--- src/rtl/ftsd_scan_ctrl_pkg.sv ---
// Shared types and constants for the seven-segment scan controller.
package ftsd_scan_ctrl_pkg;

  localparam int         FTSD_DIGITS = 4;
  localparam int         FTSD_SEL_W  = 2;
  localparam logic [3:0] FTSD_AN_OFF = 4'b1111;

  // S_BLANK: every anode dark (anti-ghost gap). S_SHOW: selected digit may be lit.
  typedef enum logic {
    S_BLANK = 1'b0,
    S_SHOW  = 1'b1
  } state_t;

  // Digit set is packed {d0,d1,d2,d3}; d0 is the leftmost digit in bits [15:12].
  function automatic logic [3:0] pick_digit(input logic [15:0] d, input logic [1:0] sel);
    logic [3:0] n;
    case (sel)
      2'd0:    n = d[15:12];
      2'd1:    n = d[11:8];
      2'd2:    n = d[7:4];
      default: n = d[3:0];
    endcase
    return n;
  endfunction

endpackage

--- src/rtl/ftsd_scan_ctrl_if.sv ---
// Update handshake plus scan outputs of the seven-segment scan controller.
// Handshake: a digit set transfers on every clock edge where upd_valid && upd_ready;
// the producer holds upd_data stable while upd_valid is high and not yet accepted,
// and may change it freely afterwards. upd_ready stays low while an update is pending.
interface ftsd_scan_ctrl_if;
  import ftsd_scan_ctrl_pkg::*;

  logic        upd_valid;
  logic [15:0] upd_data;
  logic        upd_ready;
  logic [1:0]  scan_sel;
  logic [3:0]  digit_out;
  logic        an_en;
  logic        frame_done;
  state_t      dbg_state;

  modport master (
    output upd_valid, upd_data,
    input  upd_ready, scan_sel, digit_out, an_en, frame_done, dbg_state
  );

  modport slave (
    input  upd_valid, upd_data,
    output upd_ready, scan_sel, digit_out, an_en, frame_done, dbg_state
  );
endinterface

--- src/rtl/ftsd_slot_timer.sv ---
// Load/count/terminal-count timer shared by the blank gap and the digit dwell.
module ftsd_slot_timer #(
  parameter int CNT_W = 16
) (
  input  logic             clk,
  input  logic             rst,
  input  logic             load,
  input  logic [CNT_W-1:0] limit,
  output logic             tc
);

  logic [CNT_W-1:0] cnt;

  // Count up from zero; load restarts the phase.
  always_ff @(posedge clk or posedge rst) begin
    if (rst)       cnt <= '0;
    else if (load) cnt <= '0;
    else           cnt <= cnt + 1'b1;
  end

  // Terminal count marks the last cycle of the current phase (limit = length - 1).
  assign tc = (cnt == limit);

endmodule

--- src/rtl/ftsd_scan_ctrl.sv ---
// Scan sequencer for a 4-digit seven-segment display: digit select, blank/dwell
// timing, frame-aligned commit of new digit sets and leading-zero blanking.
module ftsd_scan_ctrl
  import ftsd_scan_ctrl_pkg::*;
#(
  parameter int CNT_W = 16,
  parameter int DWELL = 50000,
  parameter int BLANK = 500,
  parameter int LZB   = 1
) (
  input  logic clk,
  input  logic rst,
  ftsd_scan_ctrl_if.slave bus
);

  localparam state_t           RST_STATE = (BLANK == 0) ? S_SHOW : S_BLANK;
  localparam logic [CNT_W-1:0] DWELL_LIM = CNT_W'(DWELL - 1);
  localparam logic [CNT_W-1:0] BLANK_LIM = CNT_W'((BLANK > 0) ? BLANK - 1 : 0);

  state_t      state, state_nxt;
  logic [1:0]  sel, sel_nxt;
  logic [15:0] active, active_nxt, shadow;
  logic        pending, ready_q;
  logic        an_q, fd_q;
  logic [3:0]  dig_q;
  logic        tc, boundary, accept, commit, lit_nxt;
  logic [2:0]  seen;
  logic [CNT_W-1:0] limit;

  // The timer compares against the length of whichever phase is running.
  assign limit = (state == S_SHOW) ? DWELL_LIM : BLANK_LIM;

  ftsd_slot_timer #(.CNT_W(CNT_W)) u_timer (
    .clk   (clk),
    .rst   (rst),
    .load  (tc),
    .limit (limit),
    .tc    (tc)
  );

  // Next-state logic: phase change on terminal count, digit advance at slot end.
  always_comb begin
    state_nxt = state;
    sel_nxt   = sel;
    boundary  = 1'b0;
    case (state)
      S_BLANK: begin
        if (tc) state_nxt = S_SHOW;
      end
      default: begin
        if (tc) begin
          sel_nxt   = sel + 2'd1;
          state_nxt = (BLANK == 0) ? S_SHOW : S_BLANK;
          boundary  = (sel == 2'b11);
        end
      end
    endcase
  end

  // Only one update can be outstanding, so accept and commit never coincide.
  assign accept     = bus.upd_valid && ready_q;
  assign commit     = boundary && pending;
  assign active_nxt = commit ? shadow : active;

  // Leading-zero mask: seen[i] = any of d0..di non-zero (A-F count as non-zero).
  always_comb begin
    seen    = '0;
    seen[0] = |active_nxt[15:12];
    seen[1] = seen[0] | (|active_nxt[11:8]);
    seen[2] = seen[1] | (|active_nxt[7:4]);
    case (sel_nxt)
      2'd0:    lit_nxt = (LZB == 0) || seen[0];
      2'd1:    lit_nxt = (LZB == 0) || seen[1];
      2'd2:    lit_nxt = (LZB == 0) || seen[2];
      default: lit_nxt = 1'b1;
    endcase
  end

  // FSM state register.
  always_ff @(posedge clk or posedge rst) begin
    if (rst) state <= RST_STATE;
    else     state <= state_nxt;
  end

  // Datapath and registered outputs, all computed from next-cycle values.
  always_ff @(posedge clk or posedge rst) begin
    if (rst) begin
      sel     <= 2'b00;
      active  <= 16'h0000;
      shadow  <= 16'h0000;
      pending <= 1'b0;
      ready_q <= 1'b1;
      an_q    <= 1'b0;
      dig_q   <= 4'h0;
      fd_q    <= 1'b0;
    end else begin
      sel    <= sel_nxt;
      active <= active_nxt;
      if (accept) begin
        shadow  <= bus.upd_data;
        pending <= 1'b1;
        ready_q <= 1'b0;
      end else if (commit) begin
        pending <= 1'b0;
        ready_q <= 1'b1;
      end
      an_q  <= (state_nxt == S_SHOW) && lit_nxt;
      dig_q <= pick_digit(active_nxt, sel_nxt);
      fd_q  <= boundary;
    end
  end

  assign bus.upd_ready  = ready_q;
  assign bus.scan_sel   = sel;
  assign bus.digit_out  = dig_q;
  assign bus.an_en      = an_q;
  assign bus.frame_done = fd_q;
  assign bus.dbg_state  = state;

endmodule
--- src/flat_wrapper.sv ---
// flat-port wrapper written by rule: the top's interface ports become plain ports
module ftsd_scan_ctrl_flat import ftsd_scan_ctrl_pkg::*;
#(
  parameter int CNT_W = 16,
  parameter int DWELL = 50000,
  parameter int BLANK = 500,
  parameter int LZB   = 1
)
  (clk, rst, bus_upd_valid, bus_upd_data, bus_upd_ready, bus_scan_sel, bus_digit_out, bus_an_en, bus_frame_done, bus_dbg_state);
  ftsd_scan_ctrl_if bus_i ();
  input  logic clk;
  input  logic rst;
  input wire logic [$bits(bus_i.upd_valid)-1:0] bus_upd_valid;
  input wire logic [$bits(bus_i.upd_data)-1:0] bus_upd_data;
  output wire logic [$bits(bus_i.upd_ready)-1:0] bus_upd_ready;
  output wire logic [$bits(bus_i.scan_sel)-1:0] bus_scan_sel;
  output wire logic [$bits(bus_i.digit_out)-1:0] bus_digit_out;
  output wire logic [$bits(bus_i.an_en)-1:0] bus_an_en;
  output wire logic [$bits(bus_i.frame_done)-1:0] bus_frame_done;
  output wire logic [$bits(bus_i.dbg_state)-1:0] bus_dbg_state;
  assign bus_i.upd_valid = bus_upd_valid;
  assign bus_i.upd_data = bus_upd_data;
  assign bus_upd_ready = bus_i.upd_ready;
  assign bus_scan_sel = bus_i.scan_sel;
  assign bus_digit_out = bus_i.digit_out;
  assign bus_an_en = bus_i.an_en;
  assign bus_frame_done = bus_i.frame_done;
  assign bus_dbg_state = bus_i.dbg_state;
  ftsd_scan_ctrl #(.CNT_W(CNT_W), .DWELL(DWELL), .BLANK(BLANK), .LZB(LZB)) u_core (.clk(clk), .rst(rst), .bus(bus_i));
endmodule
--- config.mk ---
export PLATFORM = sky130hd
export DESIGN_NAME = ftsd_scan_ctrl_flat
export DESIGN_NICKNAME = d
export VERILOG_FILES = /design/src/rtl/ftsd_scan_ctrl_pkg.sv /design/src/rtl/ftsd_scan_ctrl_if.sv /design/src/rtl/ftsd_slot_timer.sv /design/src/rtl/ftsd_scan_ctrl.sv /design/src/flat_wrapper.sv
export SDC_FILE = /design/constraint.sdc
export NUM_CORES = 1
export LEC_CHECK = 0
export BUFFER_PORTS_ARGS = -buffer_cell sky130_fd_sc_hd__buf_2
export CAP_MARGIN = 20
export CORE_ASPECT_RATIO = 1.1
export CORE_UTILIZATION = 50
export CTS_CLUSTER_DIAMETER = 120
export DETAILED_ROUTE_END_ITERATION = 10
export PLACE_DENSITY_LB_ADDON = 0.3
export REMOVE_ABC_BUFFERS = 1
export SLEW_MARGIN = 20
export SYNTH_ARGS = -nofsm -noshare
export SYNTH_HDL_FRONTEND = slang
export SYNTH_SLANG_ARGS = --single-unit
--- constraint.sdc ---
create_clock -name clk -period 2.57 [get_ports clk]
set_clock_uncertainty 0.2 [all_clocks]
set_input_delay 0 -clock clk [delete_from_list [all_inputs] [get_ports clk]]
set_output_delay 0 -clock clk [all_outputs]
set_load 0.005 [all_outputs]
==> impl_metrics.sql <==
INSERT INTO impl_metrics (metric_group, metric, value, unit) VALUES
('run_status', 'status', 'complete, but fails checks', ''),
('run_status', 'violated_checks', 'setup timing', ''),
('worst_setup_path', 'critical_path.startpoint_type', 'flop', ''),
('synth', 'synth.top_cell.area_share', '0.532', ''),
('route', 'post_drt_wl_per_cell', '15.2', 'µm'),
('route', 'ant_nets', '0', ''),
('cts', 'cts_max_level', '3', ''),
('floorplan', 'die-width', '72.4', 'µm'),
('sta', 'hold_violations', '0', ''),
('global_route', 'grt_pass1_vias', '2180', ''),
('sta', 'finalCritPeriodShare', '1.06', ''),
('global_route', 'initial_antenna_violation_count', '0', ''),
('layout', 'final_net_count', '363', ''),
('layout', 'finalCoreUtilization', '0.766', ''),
('cts', 'clkLatencyLatePin', '0.33', 'ns'),
('sta', 'layout_setup_ws', '-0.161', 'ns'),
('placed_design', 'numPlacedInstances', '370', ''),
('cts', 'cts_inserted_buffers', '9', ''),
('synth', 'synthTopCellsByArea', 'sky130_fd_sc_hd__dfrtp_1 53%, sky130_fd_sc_hd__mux2_2 7.8%, sky130_fd_sc_hd__mux2i_1 5.1%', ''),
('global_route', 'gr-max-usage-layer', 'met2', ''),
('min_path', 'hold_path.class', 'input pin to async pin', ''),
('worst_setup_path', 'worst_setup_path_end_kind', 'flop', ''),
('placed_design', 'place_congestion', '0.809', ''),
('power', 'powerDensity', '523', 'nW/µm²'),
('synth', 'netlist_instances', '234', ''),
('sta', 'fmaxAchievable', '366', 'MHz'),
('power', 'finalPower', '2.06', 'mW'),
('synth', 'post_synth_num_cell_types', '47', ''),
('cts', 'cts_root_buffer', 'sky130_fd_sc_hd__clkbuf_8', ''),
('sta', 'setup_repair_after_global_routing_missed_its_margin', 'yes', ''),
('layout', 'layout-drive-gt1-share', '0.422', ''),
('floorplan', 'floorplan.die_area', '5760', 'µm²'),
('sta', 'minimum_clock_period_after_layout', '2.73', 'ns'),
('worst_setup_path', 'timing.critical_path.arrival', '2.75', 'ns'),
('layout', 'layout-area-overhead-vs-synth', '44.2', '%'),
('global_route', 'grt_overflow_total', '0', ''),
('placed_design', 'port_buf_inserts', '28', ''),
('synth', 'netlist_area', '2730', 'µm²'),
('route', 'route.final.wire_length', '6370', 'µm'),
('global_route', 'groute.layer.met2.usage', '0.375', ''),
('global_route', 'grt_util_met3', '0.0467', ''),
('sta', 'slew_viols_final', '0', ''),
('synth', 'postSynth.topFlopCell', 'sky130_fd_sc_hd__dfrtp_1', ''),
('global_route', 'grt_pass1_wl', '10200', 'µm'),
('floorplan', 'start_util', '0.531', ''),
('layout', 'most-common-layout-cells', '58 x sky130_fd_sc_hd__dfrtp_1, 51 x sky130_fd_sc_hd__buf_4, 28 x sky130_fd_sc_hd__buf_2', ''),
('worst_setup_path', 'critPathRequiredTime', '2.59', 'ns'),
('synth', 'synth-edff-count', '0', ''),
('worst_setup_path', 'critPathMaxFanout', '5', ''),
('floorplan', 'core_area', '5130', 'µm²'),
('synth', 'async_flop_share', '1.00', ''),
('layout', 'antenna_cells_inserted', '0', ''),
('synth', 'yosys_warnings', '0', ''),
('synth', 'cell_taking_the_most_area_after_synthesis', 'sky130_fd_sc_hd__dfrtp_1', ''),
('route', 'post_drt_via_cell_ratio', '5.18', ''),
('route', 'dr_total_vias', '2165', ''),
('flow_run', 'drv.max_cap_violation_count', '0', ''),
('layout', 'final.fill_count', '331', ''),
('synth', 'ys_ff_latch', '59', ''),
('cts', 'cts_tree', 'built', ''),
('sta', 'setup-violations-final', '4', ''),
('floorplan', 'io_pins', '29', ''),
('sta', 'tightestPinTransition', '0.740', 'ns'),
('route', 'detail_route.first_pass.iterations', '4', ''),
('cts', 'numClockSinks', '59', ''),
('global_route', 'grt_start_max_net_pins', '33', ''),
('sta', 'tightest_slew_margin_relative_to_the_limit', '0.505', ''),
('synth', 'synth_seq_area_share', '0.541', ''),
('placed_design', 'post-dp-hpwl', '4000', 'µm'),
('worst_setup_path', 'worst-setup-path-type', 'flop to flop', ''),
('power', 'power.ir.vdd_worst', '380', 'µV'),
('power', 'leakagePower', '1.99', 'nW'),
('layout', 'final_cells', '418', ''),
('global_route', 'met1_usage', '0.320', ''),
('sta', 'timing.setup.tns', '-0.404', 'ns'),
('layout', 'final_common_cell', 'sky130_fd_sc_hd__dfrtp_1', ''),
('route', 'drt_first_iter_violations', '126', ''),
('floorplan', 'die_height', '79.5', 'µm'),
('cts', 'clock_path_buffers', '2', ''),
('floorplan', 'placement_rows', '27', ''),
('synth', 'post_synth.cell_area_avg', '11.7', 'µm²'),
('route', 'drc', '0', ''),
('cts', 'cts.clk_slew.worst_paths', '0.07', 'ns'),
('global_route', 'grtUsageTotal', '0.240', '');
## repair_timing
| item | in CTS | in global routing |
|---|---|---|
| setup endpoints to repair | 5 | 5 |
| buffers inserted | 11 | 5 |
| hold buffers | 18 | 0 |
| endpoints found under the hold margin | 47 | 0 |
| resized for setup | 19 | 7 |
| pin swaps | 7 | 4 |
## flip-flops by register name, indices dropped and copies added, names as in the netlist
name                   count
u_core.bus.upd_ready       1
u_core.bus.an_en           1
u_core.active             16
u_core.pending             1
u_core.bus.digit_out       4
u_core.u_timer.cnt        16
u_core.shadow             16
u_core.bus.frame_done      1
u_core.bus.dbg_state       1
u_core.bus.scan_sel        2
## layout make-up
class	count	area, µm²	share of cell area
clock buffer	9	124	0.0315
clock inverter	6	105	0.0267
inverter	15	56.3	0.0143
multi-input combinational	153	1260	0.321
sequential	59	1480	0.376
tap	72	90.1	0.0229
timing repair buffer	104	817	0.208
## synth_stat cells (3+ instances only)
cell type / n
sky130_fd_sc_hd__dfrtp_1: 58
sky130_fd_sc_hd__nand2_1: 23
sky130_fd_sc_hd__mux2_2: 19
sky130_fd_sc_hd__inv_1: 15
sky130_fd_sc_hd__nor2_1: 15
sky130_fd_sc_hd__mux2i_1: 14
sky130_fd_sc_hd__xor2_1: 9
sky130_fd_sc_hd__o21ai_0: 6
sky130_fd_sc_hd__nand4_1: 5
sky130_fd_sc_hd__a21oi_1: 4
sky130_fd_sc_hd__and3_1: 4
sky130_fd_sc_hd__nor4_1: 4
sky130_fd_sc_hd__xnor2_1: 4
sky130_fd_sc_hd__buf_1: 3
sky130_fd_sc_hd__nand2b_1: 3
sky130_fd_sc_hd__nor2b_1: 3
sky130_fd_sc_hd__nor3_1: 3
sky130_fd_sc_hd__o22ai_1: 3
sky130_fd_sc_hd__or3_1: 3
## cell families (layout without fill, tap and decap cells)
| family | count (synthesis) | count (layout) | synth area share |
|---|---|---|---|
| flip-flops | 59 | 59 | 0.541 |
| XOR/XNOR | 13 | 13 | 0.0417 |
| adder cells (fa/ha/maj) | 2 | 2 | 0.00917 |
| AND/OR/NAND/NOR | 73 | 73 | 0.150 |
| buffers and inverters | 22 | 134 | 0.0344 |
| AO/OA/AOI/OAI | 31 | 31 | 0.0880 |
| multiplexers | 34 | 34 | 0.135 |
## worst max-delay path: stages, from the launching register on
cell	delay [ns]
sky130_fd_sc_hd__dfrtp_1	0.39
sky130_fd_sc_hd__nor4_2	0.27
sky130_fd_sc_hd__nand4_1	0.23
sky130_fd_sc_hd__a2111oi_4	0.41
sky130_fd_sc_hd__buf_6	0.18
sky130_fd_sc_hd__buf_12	0.10
sky130_fd_sc_hd__mux2i_4	0.21
sky130_fd_sc_hd__a21oi_2	0.07
sky130_fd_sc_hd__a2bb2oi_1	0.14
sky130_fd_sc_hd__o41a_1	0.41
## final timing paths
kind | from | to | slack (ns) | cells past startpoint
worst max-delay path | u_core.u_timer.cnt[9]$_DFF_PP0_ | u_core.bus.an_en$_DFF_PP0_ | -0.16 | 9
worst min-delay path | rst | u_core.shadow[15]$_DFFE_PP0P_ | 0.11 | 3
worst max register to register | u_core.u_timer.cnt[9]$_DFF_PP0_ | u_core.bus.an_en$_DFF_PP0_ | -0.16 | 9
worst min register to register | u_core.active[2]$_DFF_PP0_ | u_core.active[2]$_DFF_PP0_ | 0.26 | 2
max in group asynchronous | rst | u_core.u_timer.cnt[7]$_DFF_PP0_ | 1.31 | 4
min in group clk | bus_upd_valid | u_core.bus.upd_ready$_DFFE_PP1P_ | 0.16 | 3
## power by group
| part | switching (mW) | internal [mW] | leakage, nW | total, mW |
|---|---|---|---|---|
| Combinational | 0.0321 | 0.0523 | 1.10 | 0.0844 |
| Clock | 0.357 | 0.633 | 0.119 | 0.990 |
| Sequential | 0.0263 | 0.958 | 0.776 | 0.985 |
## through the flow
step	instance area, µm²	worst slack (ns)	hold WS (ns)
2_1_floorplan	2690	-0.723	-0.141
3_3_place_gp	3260	-0.0889	-0.0480
3_5_place_dp	3260	-0.218	-0.0466
4_1_cts	3860	-0.112	0.141
5_1_grt	3940	-0.333	0.177
6_report	3940	-0.161	0.109
## per-layer routing
layer	vias to the layer above	wire length [µm]
met5	-	0
met4	0	99
met3	10	222
met2	55	3200
met1	1061	2860
li1	1039	-
Note: power is estimated with default switching activity, not from simulation.
